===== config.mk =====
export PLATFORM = sky130hd
export DESIGN_NAME = mult_accumulator
export DESIGN_NICKNAME = d
export VERILOG_FILES = /design/src/rtl/mult_pkg.sv /design/src/rtl/Multiplier_2.sv /design/src/rtl/mult_accumulator.sv
export SDC_FILE = /design/constraint.sdc
export NUM_CORES = 1
export LEC_CHECK = 0
export ABC_CLOCK_PERIOD_IN_PS = 1900
export BUFFER_PORTS_ARGS = -buffer_cell sky130_fd_sc_hd__buf_2
export CAP_MARGIN = 40
export CORE_MARGIN = 2
export CORE_UTILIZATION = 35
export CTS_CLUSTER_DIAMETER = 60
export DETAILED_ROUTE_END_ITERATION = 10
export PLACE_DENSITY = 0.63
export SYNTH_ARGS = -nofsm -noshare
export SYNTH_HDL_FRONTEND = slang
export SYNTH_HIERARCHICAL = 1
export SYNTH_SLANG_ARGS = --single-unit

===== constraint.sdc =====
create_clock -name clk -period 1.9 [get_ports clk]
set_clock_uncertainty 0.15 [all_clocks]
set_input_delay 0 -clock clk [delete_from_list [all_inputs] [get_ports clk]]
set_output_delay 0 -clock clk [all_outputs]
set_load 0.05 [all_outputs]

===== src/rtl/mult_pkg.sv =====
// Shared types and widths for the multiply-accumulate block.
package mult_pkg;

    typedef enum logic {
        ACC,
        DONE
    } state_t;

    localparam int unsigned OP_W   = 2;
    localparam int unsigned PROD_W = 4;

endpackage


===== src/rtl/Multiplier_2.sv =====
// Combinational 2x2 unsigned multiplier producing a 4-bit product.
module Multiplier_2
    import mult_pkg::*;
(
    input  logic [OP_W-1:0]   x,
    input  logic [OP_W-1:0]   y,
    output logic [PROD_W-1:0] z
);

    assign z = PROD_W'(x) * PROD_W'(y);

endmodule


===== src/rtl/mult_accumulator.sv =====
// Frame-based multiply-accumulate with valid/ready on both sides.
// Define MULT_ACC_SAT_EN to saturate on overflow instead of wrapping.
module mult_accumulator
    import mult_pkg::*;
#(
    parameter int unsigned ACC_W = 8
) (
    input  logic              clk,
    input  logic              rst_n,
    input  logic              in_valid,
    output logic              in_ready,
    input  logic [OP_W-1:0]   in_x,
    input  logic [OP_W-1:0]   in_y,
    input  logic              in_last,
    output logic              out_valid,
    input  logic              out_ready,
    output logic [ACC_W-1:0]  out_data,
    output logic              out_ovf
);

    state_t             state_q, state_d;
    logic               started_q;
    logic [ACC_W-1:0]   acc_q, acc_d;
    logic               ovf_q, ovf_d;
    logic [ACC_W-1:0]   out_data_q, out_data_d;
    logic               out_ovf_q, out_ovf_d;

    logic [PROD_W-1:0]  prod;
    logic [ACC_W:0]     sum;
    logic               carry;
    logic [ACC_W-1:0]   acc_add;
    logic               ovf_add;
    logic               accept;

    Multiplier_2 u_mult (
        .x (in_x),
        .y (in_y),
        .z (prod)
    );

    assign sum     = {1'b0, acc_q} + {{(ACC_W + 1 - PROD_W){1'b0}}, prod};
    assign carry   = sum[ACC_W];
    assign ovf_add = ovf_q | carry;

`ifdef MULT_ACC_SAT_EN
    assign acc_add = carry ? {ACC_W{1'b1}} : sum[ACC_W-1:0];
`else
    assign acc_add = sum[ACC_W-1:0];
`endif

    // started_q keeps in_ready low until the first edge after reset release.
    assign in_ready  = started_q && (state_q == ACC);
    assign out_valid = (state_q == DONE);
    assign out_data  = out_data_q;
    assign out_ovf   = out_ovf_q;
    assign accept    = in_valid && in_ready;

    always_comb begin
        state_d    = state_q;
        acc_d      = acc_q;
        ovf_d      = ovf_q;
        out_data_d = out_data_q;
        out_ovf_d  = out_ovf_q;
        unique case (state_q)
            ACC: begin
                if (accept) begin
                    if (in_last) begin
                        out_data_d = acc_add;
                        out_ovf_d  = ovf_add;
                        state_d    = DONE;
                    end else begin
                        acc_d = acc_add;
                        ovf_d = ovf_add;
                    end
                end
            end
            DONE: begin
                if (out_ready) begin
                    acc_d   = '0;
                    ovf_d   = 1'b0;
                    state_d = ACC;
                end
            end
        endcase
    end

    always_ff @(posedge clk or negedge rst_n) begin
        if (!rst_n) begin
            state_q    <= ACC;
            started_q  <= 1'b0;
            acc_q      <= '0;
            ovf_q      <= 1'b0;
            out_data_q <= '0;
            out_ovf_q  <= 1'b0;
        end else begin
            state_q    <= state_d;
            started_q  <= 1'b1;
            acc_q      <= acc_d;
            ovf_q      <= ovf_d;
            out_data_q <= out_data_d;
            out_ovf_q  <= out_ovf_d;
        end
    end

endmodule


==> metrics <==
IO Pins=20; Power Density=between 900 and 1000 nW/um^2; core area=3030 um^2; CTS H-tree lvls=1; Vias=around 930; Clock Sinks=20; Req. time, crit path=about 1900 ps; drt initial violations=21; cell total after placement=between 150 and 200; TritonCTS clock tree=done; Post-Route WL=2530 um; Synth Register Bits=20; YS warnings=6; adder-cell area share of the yosys netlist=0.0860; Worst VDD drop=0.316 mV; drt first pass iters=4; FF-to-FF setup slack=roughly 1.7 ps; status=finished clean; Area growth syn-to-layout=30.1%; worst r2r src=acc_q[0]; count of cell types in the netlist=36; DRC errors left=0; final hold viol count=0; Simple-Gate Fraction of Synth Area=0.181; complex-gate fraction of the synthesized area=0.179; Max-Cap Viols=0; post-layout min period=about 1900 ps; DP Area=~1300 um^2; xor/xnor share of the synthesized area=0.0317; mean number of vias per cell=5.05; Seq/Total Area, Yosys=0.452; Final WS setup=about 1.7 ps; grt ovf=0; Util after Layout=0.475; Clock Root Buffer=clkbuf_4; CP Capture Type=register; Design Power=between 1000 and 1500 uW; GPL Wtd Cong=just under 0.8; fin nets=around 160; Worst-path clk slew=between 100 and 150 ps; hpwl dp=about 1800 um; Die W=roughly 60 um; die area=3630 um^2; initial antenna violation count=0; Syn Inst Count=110; largest family of logic cells by synthesized area=simple AND/OR/NAND/NOR gates; net count after synthesis=126; Starting Density=0.365; Leakage=approximately 0.00070 uW; post-route insts no fill=between 150 and 200; Final setup viols=0; vias in the first global route=between 800 and 900; first-pass GRT wire length=between 3000 and 4000 um; CTS Buffer Depth=2; design area=around 1400 um^2; fmax=0.527 GHz; max-slew violations=0; Mapped Area=roughly 1100 um^2; crit-path max FO=3; I/O Buffers=19; WL per Instance=between 10 and 15 um; Setup CP Type=register to register; commonest non-fill, non-tap cell in the layout=dfrtp_1; CP Launch Type=register; DP Worst Slack=-158 ps; final cycle utilization of the critical path=0.999; layout cell share with drive strength beyond 1=0.314; die span in y=60.2 um; largest net degree at the start of global routing=21; unrepaired setup endpoints after global routing=true; multiplexer area fraction after synthesis=0.0385; number of diodes=0; crit path from=acc_q[0]; Worst Hold Class=primary input to asynchronous set/reset pin; Total GRT Usage=0.144; Avg Cell Area, Syn=between 10 and 15 um^2; clock buffer count from CTS=3; antenna viol nets, final=0; commonest non-fill, non-tap cells in the layout=dfrtp_1, nand2_1, buf_2, buf_4; row count=20; later-pin clock latency in the skew report=approximately 310 ps; crit path DAT=between 1500 and 2000 ps
==> state kept, by name, summed over array words and instances, names as in the netlist <==
| signal | flops |
|---|---|
| acc_q | 8 |
| out_data | 8 |
| out_ovf | 1 |
| out_valid | 1 |
| ovf_q | 1 |
| started_q | 1 |
==> path summary, 6_finish.rpt <==
kind | cells after the start | end
max in group asynchronous | 2 | out_data[3]
min reg2reg | 2 | out_data[3]
min in group clk | 5 | acc_q[0]
min | 2 | acc_q[7]
max | 6 | out_ovf
max reg2reg | 6 | out_ovf
==> cell type report <==
cell class	instances	area, um^2
clock buffer	3	22.5
fill	277	1590
inverter	3	11.3
multi-input combinational	83	654
sequential	20	500
tap	44	55.1
timing repair buffer	31	195
==> cells in the mapped netlist <==
master | number | share of area
a211o_1 | 1 | 0.0079
nand4b_1 | 1 | 0.0079
o211a_1 | 1 | 0.0091
fa_1 | 1 | 0.018
o41ai_1 | 1 | 0.0079
o41a_1 | 1 | 0.010
xnor2_1 | 3 | 0.024
o31ai_1 | 1 | 0.0068
o21a_1 | 2 | 0.014
dfrtp_1 | 20 | 0.45
inv_1 | 3 | 0.010
nand2_1 | 19 | 0.064
a21o_1 | 3 | 0.020
nor2b_1 | 1 | 0.0057
mux2i_1 | 2 | 0.018
or4_4 | 1 | 0.010
and3_1 | 1 | 0.0057
a21oi_2 | 1 | 0.0079
and4bb_2 | 1 | 0.011
a21oi_1 | 3 | 0.014
o21ai_1 | 2 | 0.0091
xor2_1 | 1 | 0.0079
nor2_1 | 4 | 0.014
ha_1 | 6 | 0.068
nand4bb_1 | 1 | 0.010
nor3b_1 | 1 | 0.0068
buf_2 | 4 | 0.018
nand3_1 | 5 | 0.023
a31oi_1 | 2 | 0.011
o21ai_0 | 7 | 0.032
o221ai_2 | 1 | 0.014
conb_1 | 1 | 0.0034
a22o_1 | 1 | 0.0079
mux2_2 | 2 | 0.020
and2_1 | 4 | 0.023
o31a_1 | 1 | 0.0079
==> metrics by stage <==
step	setup TNS [ps]	hold WS, ps
floorplan	0	-446
global placement	-299	-182
detailed placement	-883	-170
CTS	0	11.9
global route	-162	55.0
finish	0	10.8
==> cells by family after synthesis <==
| family | Yosys count |
|---|---|
| other | 1 |
| muxes | 4 |
| DFF | 20 |
| buffers and inverters | 7 |
| adders and majority gates | 7 |
| xor gates and xnor gates | 4 |
| and+or+nand+nor | 39 |
| AOI/OAI and AO/OA | 28 |
==> repair_timing <==
item | 4_1_cts | 5_1_grt
cloned | 0 | 0
endpoints found under the setup margin | 6 | 8
hold endpoints to repair | 22 | 0
buffers inserted | 0 | 1
resized for setup | 3 | 6
pin swaps | 2 | 8
hold buffers | 4 | 0
==> worst max-delay path: stages, from the launching register on <==
cell and delay [ps]:
dfrtp_1 400, ha_2 190, fa_2 340, a21o_1 180, a21o_1 230, a31oi_2 210, o21ai_1 70
==> layer usage <==
metal  GRT usage  wire, um  vias up
met5           0         0        -
met4      0.0476        57        0
met3      0.0195        82        6
met2       0.255      1270       23
met1       0.179      1110      449
li1            -         -      451
==> power by group <==
group / internal [uW] / switching, uW / total (uW)
Sequential: 502 / 60.3 / 563
Combinational: 209 / 348 / 557
Clock: 74.0 / 132 / 206
Total: 786 / 539 / 1330
Note: power is estimated with default switching activity, not from simulation.
